[config.mk]
export PLATFORM = sky130hd
export DESIGN_NAME = lsu_dmem_ctrl
export DESIGN_NICKNAME = d
export VERILOG_FILES = /design/src/rtl/lsu_dmem_ctrl.sv
export SDC_FILE = /design/constraint.sdc
export NUM_CORES = 1
export LEC_CHECK = 0
export CELL_PAD_IN_SITES_DETAIL_PLACEMENT = 0
export CELL_PAD_IN_SITES_GLOBAL_PLACEMENT = 1
export CORE_ASPECT_RATIO = 2
export CORE_MARGIN = 1.5
export CORE_UTILIZATION = 31
export DETAILED_ROUTE_END_ITERATION = 10
export PLACE_DENSITY = 0.85
export SLEW_MARGIN = 30
export SYNTH_ARGS = -nofsm -noshare
export SYNTH_HDL_FRONTEND = slang
export SYNTH_SLANG_ARGS = --single-unit
export TNS_END_PERCENT = 1
[constraint.sdc]
create_clock -name i_clk -period 3.1 [get_ports i_clk]
set_input_delay 0.775 -clock i_clk [delete_from_list [all_inputs] [get_ports i_clk]]
set_output_delay 0.775 -clock i_clk [all_outputs]
set_load 0.1 [all_outputs]
[src/rtl/lsu_dmem_ctrl.sv]
// lsu_dmem_ctrl: load/store initiator for a byte-addressed dmem with registered read data.
// Takes one op at a time from execute and returns exactly one response per op to writeback.
// Optional feature macro: LSU_MISALIGN_TRAP_EN (defined: misaligned half/word ops are rejected;
// undefined: misaligned addresses are issued unchanged and dmem services them natively).
module lsu_dmem_ctrl #(
  parameter int unsigned DMEM_W = 16
) (
  input  logic        i_clk,
  input  logic        i_rst_n,
  input  logic        i_req_valid,
  output logic        o_req_ready,
  input  logic        i_req_we,
  input  logic [2:0]  i_req_funct3,
  input  logic [31:0] i_req_addr,
  input  logic [31:0] i_req_wdata,
  input  logic [4:0]  i_req_rd,
  output logic        o_rsp_valid,
  input  logic        i_rsp_ready,
  output logic [31:0] o_rsp_data,
  output logic [4:0]  o_rsp_rd,
  output logic        o_rsp_we,
  output logic        o_rsp_err,
  output logic        o_mem_wren,
  output logic [31:0] o_mem_wdata,
  output logic [31:0] o_mem_addr,
  output logic [3:0]  o_mem_bytemask,
  input  logic [31:0] i_mem_rdata
);

  typedef enum logic [1:0] {IDLE, ISSUE, CAPTURE, RESP} state_t;

  state_t      state, state_nxt;

  logic        req_we;
  logic [2:0]  req_funct3;
  logic [4:0]  req_rd;
  logic [31:0] mem_addr, mem_wdata;
  logic [31:0] rsp_data;
  logic [4:0]  rsp_rd;
  logic        rsp_we, rsp_err;

  logic        accept;
  logic        f3_bad, high_bad, end_bad, misalign, chk_err;
  logic [1:0]  span;
  logic [DMEM_W:0] last_byte;
  logic [31:0] store_data;
  logic [31:0] load_ext;

  assign accept = i_req_valid && o_req_ready;

  // Validate the incoming request: funct3 legality, address range, optional alignment
  always_comb begin
    if (i_req_we)
      f3_bad = i_req_funct3[2] | (&i_req_funct3[1:0]);
    else
      f3_bad = (&i_req_funct3[1:0]) | (i_req_funct3[2] & i_req_funct3[1]);
    case (i_req_funct3[1:0])
      2'b00:   span = 2'd0;
      2'b01:   span = 2'd1;
      default: span = 2'd3;
    endcase
    high_bad  = (i_req_addr >> DMEM_W) != '0;
    // one extra bit catches an access whose last byte runs past the top of dmem
    last_byte = {1'b0, i_req_addr[DMEM_W-1:0]} + {{(DMEM_W-1){1'b0}}, span};
    end_bad   = last_byte[DMEM_W];
`ifdef LSU_MISALIGN_TRAP_EN
    misalign  = ((i_req_funct3[1:0] == 2'b01) && i_req_addr[0]) ||
                ((i_req_funct3[1:0] == 2'b10) && (i_req_addr[1:0] != 2'b00));
`else
    misalign  = 1'b0;
`endif
    chk_err   = f3_bad | high_bad | end_bad | misalign;
    case (i_req_funct3[1:0])
      2'b00:   store_data = {24'b0, i_req_wdata[7:0]};
      2'b01:   store_data = {16'b0, i_req_wdata[15:0]};
      default: store_data = i_req_wdata;
    endcase
  end

  // Zero/sign-extend captured read data according to the latched load type
  always_comb begin
    case (req_funct3)
      3'b000:  load_ext = {{24{i_mem_rdata[7]}}, i_mem_rdata[7:0]};
      3'b001:  load_ext = {{16{i_mem_rdata[15]}}, i_mem_rdata[15:0]};
      3'b100:  load_ext = {24'b0, i_mem_rdata[7:0]};
      3'b101:  load_ext = {16'b0, i_mem_rdata[15:0]};
      default: load_ext = i_mem_rdata;
    endcase
  end

  // State register
  always_ff @(posedge i_clk) begin
    if (!i_rst_n) state <= IDLE;
    else          state <= state_nxt;
  end

  // Next-state logic
  always_comb begin
    state_nxt = state;
    case (state)
      IDLE:    if (accept) state_nxt = chk_err ? RESP : ISSUE;
      ISSUE:   state_nxt = req_we ? RESP : CAPTURE;
      CAPTURE: state_nxt = RESP;
      RESP:    if (i_rsp_ready) state_nxt = IDLE;
      default: state_nxt = IDLE;
    endcase
  end

  // Outputs decoded from state; memory strobes only live in ISSUE
  always_comb begin
    o_req_ready    = (state == IDLE) && i_rst_n;
    o_rsp_valid    = (state == RESP);
    o_mem_wren     = (state == ISSUE) && req_we;
    o_mem_bytemask = '0;
    if (state == ISSUE) begin
      case (req_funct3[1:0])
        2'b00:   o_mem_bytemask = 4'b0001;
        2'b01:   o_mem_bytemask = 4'b0011;
        default: o_mem_bytemask = 4'b1111;
      endcase
    end
  end

  // Request latch, dmem address/data registers and response registers
  always_ff @(posedge i_clk) begin
    if (!i_rst_n) begin
      req_we     <= 1'b0;
      req_funct3 <= '0;
      req_rd     <= '0;
      mem_addr   <= '0;
      mem_wdata  <= '0;
      rsp_data   <= '0;
      rsp_rd     <= '0;
      rsp_we     <= 1'b0;
      rsp_err    <= 1'b0;
    end else begin
      if (accept) begin
        req_we     <= i_req_we;
        req_funct3 <= i_req_funct3;
        req_rd     <= i_req_rd;
        rsp_we     <= i_req_we;
        rsp_rd     <= i_req_rd;
        rsp_data   <= '0;
        rsp_err    <= chk_err;
        // rejected ops leave the dmem address/data registers untouched
        if (!chk_err) begin
          mem_addr <= i_req_addr;
          if (i_req_we) mem_wdata <= store_data;
        end
      end
      if (state == CAPTURE) rsp_data <= load_ext;
    end
  end

  assign o_mem_addr  = mem_addr;
  assign o_mem_wdata = mem_wdata;
  assign o_rsp_data  = rsp_data;
  assign o_rsp_rd    = rsp_rd;
  assign o_rsp_we    = rsp_we;
  assign o_rsp_err   = rsp_err;

endmodule

==> impl_metrics.json <==
{
  "status": "complete, no violations",
  "min_from": "o_mem_wdata[0]$_SDFFE_PN0P_",
  "clk_pin_slew_ns": 0.07,
  "r2r-start": "state[0]$_SDFFE_PN0P_",
  "synth-compound-area-share": 0.0986,
  "grtUsageTotal": 0.176,
  "start_kind": "input pin",
  "startpoint": "i_req_funct3[1]",
  "ff2ff_path_depth": 7,
  "cp-endpoint": "o_mem_wdata[24]$_SDFFE_PN0P_",
  "p_leak_nw": 2.69,
  "antenna_found_initial": 1,
  "route.final.wire_length_mm": 13.9,
  "skew_ns": 0.00677,
  "sw_frac_of_total": 0.430,
  "pin_count": 219,
  "synth_edf_count": 0,
  "rsz0062_at_grt": "false",
  "fmax_mhz": 387,
  "htree_levels": 3,
  "critPathRequiredTime_ns": 3.37,
  "ff_latch_area_sq_um": 2160,
  "cts_tree": "yes",
  "clock-sinks": 108,
  "cts_hold_buffers": 0,
  "critPathSlowestCell": "clkdlybuf4s50_1",
  "synthToLayoutAreaGrowth_pct": 52.7,
  "cts_buffers": 9,
  "die_w_um": 88.1,
  "finalCritPeriodShare": 0.834,
  "synth_top_family_by_area": "simple AND/OR/NAND/NOR gates",
  "cpLargestDelayFamily": "buffers and inverters",
  "io_buffer_count": 218,
  "cp.depth": 7,
  "worstPathCellList": "clkdlybuf4s50_1 > ha_1 > nand2_1 > o21bai_1 > a2111oi_4 > buf_12 > mux2i_1",
  "worstSetupPathType": "in2reg",
  "dp_hpwl_mm": 10.7,
  "grt_pass1_vias": 4154,
  "synthesis.area_sq_um": 4490,
  "grt_pass1_wl_mm": 20.9,
  "synth_xor_area_frac": 0,
  "drv_cap": 0,
  "place_ws_ns": 0.149,
  "synth_flop_cell": "dfxtp_1",
  "powerDensity_nw_per_um2": 669,
  "async_flop_share": 0,
  "hp-class": "reg2reg",
  "final-setup-viol-count": 0,
  "seq_area_frac_synth": 0.481,
  "layout_commonest_cell": "nand2_1",
  "synthAdderAreaFrac": 0.0167,
  "rows": 62,
  "wl_per_cell_um": 15.6,
  "routed_via_density": 4.73,
  "synth_mux_area_frac": 0.111,
  "nets": 807,
  "power_switching_mw": 1.97,
  "synthCells": 490,
  "intPower_mw": 2.61,
  "route.detailed.drc": 0,
  "setup_tns_ns": 0,
  "initial_core_util": 0.315,
  "num_vias": 4209,
  "worstPathMaxFanout": 32,
  "ir_drop_v": 0.000302,
  "first_iter_violations": 107,
  "layout_min_cycle_time_ns": 2.59,
  "slew_headroom": 0.498,
  "setup_slack_ns": 0.514,
  "finalHoldViolCount": 0,
  "power_mw": 4.59,
  "hold_slack_ns": 0.459,
  "cts_resized": 0,
  "slowest_delay_ns": 0.61,
  "synth-seq-cells": 108,
  "syn_avg_cell_area_sq_um": 9.17,
  "final_cell_mix": "127 x nand2_1, 118 x buf_4, 108 x dfxtp_1, 107 x clkdlybuf4s50_1, 50 x mux2i_1",
  "power.share.clock": 0.248,
  "worstMarginPinSlew_ns": 0.753,
  "timing.reg2reg.setup_slack_ns": 1.05,
  "synthesis.nets": 605,
  "grt_max_degree": 77,
  "slew_viol_final": 0,
  "drtAntennaViolNets": 0,
  "drtPass1Iterations": 4,
  "fp.coreArea_sq_um": 14300,
  "cp-end-kind": "flop",
  "rr_endpoint": "o_mem_wdata[24]$_SDFFE_PN0P_",
  "dieArea_sq_um": 15300,
  "power_frac_comb": 0.406,
  "layout-drive-gt1-share": 0.211,
  "cts-root-buf": "clkbuf_16",
  "die_height_um": 173,
  "cts.path.max_buffers": 2,
  "final_util": 0.481,
  "p_seq_frac": 0.347,
  "synth-simple-area-share": 0.246,
  "yosysUniqueCellTypes": 36,
  "grt-ovfl-total": 0,
  "cp.arrival_ns": 2.86,
  "multi_input_area_sq_um": 2120,
  "clkLatencyLatePin_ns": 0.34,
  "ys_warn_count": 0,
  "gp_congestion": 0.807,
  "cts_setup_buffers": 0,
  "num-fill-cells": 1393,
  "cp_num_buf_inv": 2
}
-- power by group through the flow --
stage | logic (mW) | clock network (mW) | registers (mW)
final | 1.86 | 1.14 | 1.59
after global placement | 1.84 | 0 | 1.62
after floorplan | 0.643 | 0 | 2.33
after detailed placement | 1.86 | 0 | 1.62
after CTS | 1.87 | 1.18 | 1.59
after global routing | 1.96 | 1.24 | 1.60
-- worst reg2reg max path, cell delays in order, from the launching register on --
cell       delay, ns
dfxtp_1         0.34
inv_1           0.14
ha_1            0.28
and3_1          0.22
nand2_2         0.09
a2111oi_4       0.38
buf_12          0.27
mux2i_1         0.26
-- synth_stat cells, types with 5 or more instances --
cell / number / share of area
dfxtp_1: 108 / 0.48
nand2b_1: 16 / 0.022
a21oi_1: 17 / 0.019
nand3b_1: 16 / 0.027
o21a_1: 9 / 0.015
o21ai_0: 11 / 0.012
clkbuf_1: 27 / 0.023
nand3_1: 11 / 0.012
nor2_1: 19 / 0.016
buf_6: 5 / 0.013
mux2i_1: 50 / 0.11
a32oi_1: 16 / 0.031
nor3b_1: 16 / 0.027
nand2_1: 127 / 0.11
ha_1: 6 / 0.017
-- cell type report --
| class | count | area share |
|---|---|---|
| antenna | 1 | 0.000365 |
| clock buffer | 10 | 0.0348 |
| clock inverter | 6 | 0.00821 |
| inverter | 4 | 0.00219 |
| multi-input combinational | 340 | 0.310 |
| sequential | 108 | 0.315 |
| tap | 192 | 0.0350 |
| timing repair buffer | 229 | 0.295 |
-- state kept, by name, summed over array words and instances, names as in the netlist --
signal	count
req_funct3	3
o_rsp_data	32
o_rsp_we	1
o_mem_wdata	32
o_mem_addr	32
o_rsp_rd	5
state	2
o_rsp_err	1
-- per-stage QoR --
step,instances,cell area (sq um)
floorplan,490,4490
global placement,873,6560
detailed placement,873,6560
CTS,889,6860
global route,889,6860
finish,890,6860
-- metal layers --
| layer | vias up | GRT usage | wire [um] |
|---|---|---|---|
| li1 | 2078 | - | - |
| met1 | 1943 | 0.173 | 5010 |
| met2 | 168 | 0.339 | 7660 |
| met3 | 20 | 0.0438 | 927 |
| met4 | 0 | 0.0625 | 299 |
| met5 | - | 0 | 0 |
-- cell families (layout without fill, tap and decap cells) --
logic type	Yosys count	in the layout
and+or+nand+nor	224	224
buffers and inverters	42	249
other	0	1
adders and majority gates	6	6
muxes	50	50
DFF	108	108
AOI/OAI and AO/OA	60	60
-- worst min-delay path by stage --
stage	endpoint	cells after the start
2_1_floorplan	req_funct3[2]$_SDFFE_PN0P_	2
3_3_place_gp	o_mem_wdata[2]$_SDFFE_PN0P_	2
3_5_place_dp	o_mem_wdata[1]$_SDFFE_PN0P_	2
4_1_cts	o_mem_wdata[16]$_SDFFE_PN0P_	2
5_1_grt	o_mem_wdata[0]$_SDFFE_PN0P_	2
6_report	o_mem_wdata[0]$_SDFFE_PN0P_	2
(Power assumes the default switching activity.)
==> RTL edit 1: new RTL, same flow settings <==
Set the parameter `DMEM_W` to 20 (it was 16).
--- a/src/rtl/lsu_dmem_ctrl.sv
+++ b/src/rtl/lsu_dmem_ctrl.sv
@@ -5,3 +5,3 @@
 module lsu_dmem_ctrl #(
-  parameter int unsigned DMEM_W = 16
+  parameter int unsigned DMEM_W = 20
 ) (
Function: changed (Yosys sat finds a counterexample within 4 cycles, from zero or initial values and one cycle with i_rst_n low).
==> RTL edit 1 against the original RTL <==
  * The flow now finishes with violations (DRC)
  * First-iteration DRC count grew 13%
  * Synthesized cell count grew 0.61%
  * Final area shrank 4.2%
  * Critical path depth is the same
  * Worst setup slack gained 0.083 ns
  * Combinational power shrank 4%
  * Worst hold slack lost 0.0027 ns
  * Sequential cell count is the same
  * Total power grew 0.26%
  * Non-clock buffer count shrank 2
  * Final cell count shrank 4.2%
  * Routed wire length shrank 3.3%
  * Area after synthesis shrank 5.3%
  * Largest cell class unchanged
==> RTL edit 1: results (changes against the original RTL) <==
synth unique cells 33 (-8.3%); Residual DRC 1 (+1); crit path DAT 2.75 ns (-0.11 ns); CP delay by family, top simple AND/OR/NAND/NOR gates; Final #Nets 808 (+0.12%); Comb group 1.79 mW (-4%); First-pass DRT Iterations 7 (+3); share of cells above drive strength 1 0.2120 (+0.001131); pin count of the biggest net entering global routing 65 (-16%); via count 4200 (-0.21%); post-synthesis sequential area ratio 0.5085 (+0.02720); 1st-iter DRT viols 121 (+13%); status complete, but fails checks; initial antenna violation count 0 (-1); HPWL after detailed placement 10.33 mm (-3.5%); final clock skew 0.008730 ns (+0.001963 ns); final cell count without fillers 853 (-4.2%); slew margin rel. 0.5342 (+0.03600); failing checks DRC; Antenna Cells 0 (-1); post-place instance area 0.006255 mm^2 (-4.7%); Worst Path Max Fanout 12 (-63%); cell count after placement 837 (-4.1%); syn_area_per_cell 8.624 um^2 (-5.9%); routability cong. 0.7710 (-4.5%); Tot GR Track Use 0.1842 (+0.008066)
RTL edit 1: changes by cell type after synthesis, sizes merged, moves of 20 or more:
cell,delta
mux2i,-29
nand2,-48
nand3,+34
nor2,+20
o21ai,+49
RTL edit 1: final cells by class:
cell class                 count  area (um^2)  area share
sequential                   108         2162      0.3289
clock buffer                   9        225.2     0.03426
multi-input combinational    343         1877      0.2855
tap                          155        193.9     0.02950
inverter                       4        15.01    0.002284
clock inverter                 7        93.84     0.01427
timing repair buffer         227         2007      0.3053
RTL edit 1: cell families (layout without fill, tap and decap cells):
family                   count (synthesis)  count (layout)  share of synthesized area
AND/OR/NAND/NOR                        207             207                     0.2304
adder cells (fa/ha/maj)                  6               6                    0.01766
AO/OA/AOI/OAI                          109             109                     0.1401
buffers and inverters                   42             247                    0.05386
multiplexers                            21              21                    0.04944
flip-flops                             108             108                     0.5085
RTL edit 1: path summary, 6_finish.rpt:
check | end | start | cells past startpoint | slack (ns)
setup / recovery | o_mem_addr[20] | i_req_funct3[1] | 7 | 0.60
hold / removal | o_mem_wdata[26] | o_mem_wdata[26] | 2 | 0.46
setup reg to reg | o_mem_addr[3] | state[0] | 8 | 0.89
hold reg to reg | o_mem_wdata[26] | o_mem_wdata[26] | 2 | 0.46
RTL edit 1: layer usage:
metal | up-vias | global-route usage | wire [um] | share of wire
li1 | 2087 | - | - | -
met4 | 0 | 0.06241 | 299 | 0.022
met3 | 21 | 0.04388 | 814 | 0.061
met5 | - | 0 | 0 | 0
met2 | 160 | 0.3663 | 7636 | 0.57
met1 | 1932 | 0.1782 | 4680 | 0.35
RTL edit 1: worst min-delay path, cell delays in order, from the launching register on:
cell and delay (ns):
dfxtp_1 0.31, nand3_1 0.05, o21ai_1 0.05
==> RTL edit 2: new RTL, config.mk and constraints unchanged <==
Without the edit above. Put one more register stage on the output `o_rsp_err`, cleared by the reset. The value now appears one clock later. The other outputs are not delayed to match.
--- a/src/rtl/lsu_dmem_ctrl.sv
+++ b/src/rtl/lsu_dmem_ctrl.sv
@@ -159,3 +159,9 @@
   assign o_rsp_we    = rsp_we;
-  assign o_rsp_err   = rsp_err;
+  always_ff @(posedge i_clk) begin
+    if (!i_rst_n) begin
+      o_rsp_err <= '0;
+    end else begin
+      o_rsp_err <= rsp_err;
+    end
+  end
 
Function: changed (a bounded check fails within 4 cycles, from zero or initial values and one cycle with i_rst_n low).
==> RTL edit 2 against the original RTL <==
  * Global-route usage fell by 0.098 points
  * Critical path depth did not move
  * Non-clock buffer count did not move
  * Worst setup slack improved by 0.053 ns
  * Total power fell by 0.34%
  * Count of clock-buffer cells in the layout fell by 1
  * Register-to-register slack improved by 0.02 ns
  * Routed wire length fell by 1.6%
  * Sequential cell count rose by 1
  * Area after synthesis rose by 0.67%
  * Final area rose by 0.42%
  * Largest power group unchanged
  * Highest routed layer is now met5
==> RTL edit 2: results (changes against the original RTL) <==
status finished clean; First-pass DRT Iterations 4 (unchanged); Post-CTS Resized 0 (unchanged); Residual DRC 0 (unchanged); post-synthesis sequential area ratio 0.4826 (+0.001231); Synth Instances 492 (+0.41%); pin count of the biggest net entering global routing 75 (-2.6%); vias per cell 4.702 (-0.57%); Tot GR Track Use 0.1752 (-0.0009810); Clock transition at path regs 0.07 ns (about the same); Peak VDD IR 0.3379 mV (+12%); routability cong. 0.7704 (-4.6%); share of cells above drive strength 1 0.2103 (-0.0006034); worst slack at placement 0.1775 ns (+0.02897 ns); HPWL after detailed placement 10.61 mm (-0.88%); Final #Nets 809 (+0.25%); Slew @ Worst Pin 0.7026 ns (-0.05012 ns); Syn Nets 607 (+0.33%); largest cells by area after synthesis dfxtp_1 (48%), mux2i_1 (11%), nand2_1 (11%), a32oi_1 (3.1%), nand3b_1 (2.7%); commonest cells in the synthesized netlist nand2_1 (128), dfxtp_1 (109), mux2i_1 (50), clkbuf_1 (29), nor2_1 (19); cell count after placement 875 (+0.23%); 1st-iter DRT viols 137 (+28%); first-pass GRT wire length 20.80 mm (-0.36%); WL final 13.67 mm (-1.6%); final cell count without fillers 893 (+0.34%); number of fill cells 1394 (+0.072%); CP max stage delay 0.57 ns (-0.04 ns); clk_lat worst skew 0.35 ns; final clock skew 0.009305 ns (+0.002539 ns); yosys warns 0 (unchanged); crit path DAT 2.80 ns (-0.06 ns); initial antenna violation count 2 (+1); vias in the first global route 4185 (+0.75%); Worst path slowest cell clkdlybuf4s50_1; synth unique cells 35 (-2.8%); Top FF cell, synth dfxtp_1; P_int 2.609 mW (-0.18%); Leak 2.712 nW (+0.74%)
## RTL edit 2: critical path: cells and delay by family
family / cells / cell delay [ns]
AO/OA/AOI/OAI: 2 / 0.61
adder cells (fa/ha/maj): 1 / 0.26
buffers and inverters: 2 / 0.85
multiplexers: 1 / 0.22
AND/OR/NAND/NOR: 1 / 0.07
## RTL edit 2: worst paths after layout
check,startpoint,end,slack [ns],depth (start not counted)
max reg2reg,state[0],o_mem_wdata[14],1.07,7
min reg2reg,o_rsp_rd[1],o_rsp_rd[1],0.46,2
max,i_req_funct3[1],o_mem_wdata[14],0.57,7
min,o_rsp_rd[1],o_rsp_rd[1],0.46,2
## RTL edit 2: routing by layer
layer,routed length (um),track usage,up-vias
li1,-,-,2081
met2,7289,0.3254,160
met4,296,0.06315,2
met1,5135,0.1807,1937
met5,13,0,-
met3,937,0.04714,19
## RTL edit 2: area by class of cell
| class | count | area, um^2 | share of cell area |
|---|---|---|---|
| Timing Repair Buffer | 229 | 2022 | 0.2935 |
| Clock inverter | 7 | 66.31 | 0.009626 |
| Multi-Input combinational cell | 341 | 2133 | 0.3097 |
| Inverter | 4 | 15.01 | 0.002179 |
| Antenna cell | 2 | 5.005 | 0.0007265 |
| Clock buffer | 9 | 225.2 | 0.03269 |
| Tap cell | 192 | 240.2 | 0.03487 |
| Sequential cell | 109 | 2182 | 0.3167 |
## RTL edit 2: cells by family (layout without fill, tap and decap cells)
kind of cell             after synthesis  after routing  share of synthesized area
other                                  0              2                          0
buffers and inverters                 42            249                    0.04593
AO/OA/AOI/OAI                         60             60                    0.09795
AND/OR/NAND/NOR                      225            225                     0.2463
adder cells (fa/ha/maj)                6              6                    0.01660
flip-flops                           109            109                     0.4826
multiplexers                          50             50                     0.1107
## RTL edit 2: power by group through the flow
stage | Combinational, mW | Sequential, mW | Clock, mW
2_1_floorplan | 0.644 | 2.33 | 0
3_3_place_gp | 1.82 | 1.64 | 0
3_5_place_dp | 1.84 | 1.64 | 0
4_1_cts | 1.84 | 1.61 | 1.18
5_1_grt | 1.93 | 1.63 | 1.23
6_report | 1.83 | 1.61 | 1.13
## RTL edit 2: through the flow
| step | cell area (um^2) | power (mW) | util |
|---|---|---|---|
| global route | 6884 | 4.787 | 0.4823 |
| detailed placement | 6593 | 3.484 | 0.4619 |
| finish | 6889 | 4.572 | 0.4826 |
| floorplan | 4523 | 2.978 | - |
| global placement | 6593 | 3.455 | 0.4619 |
| CTS | 6884 | 4.630 | 0.4823 |
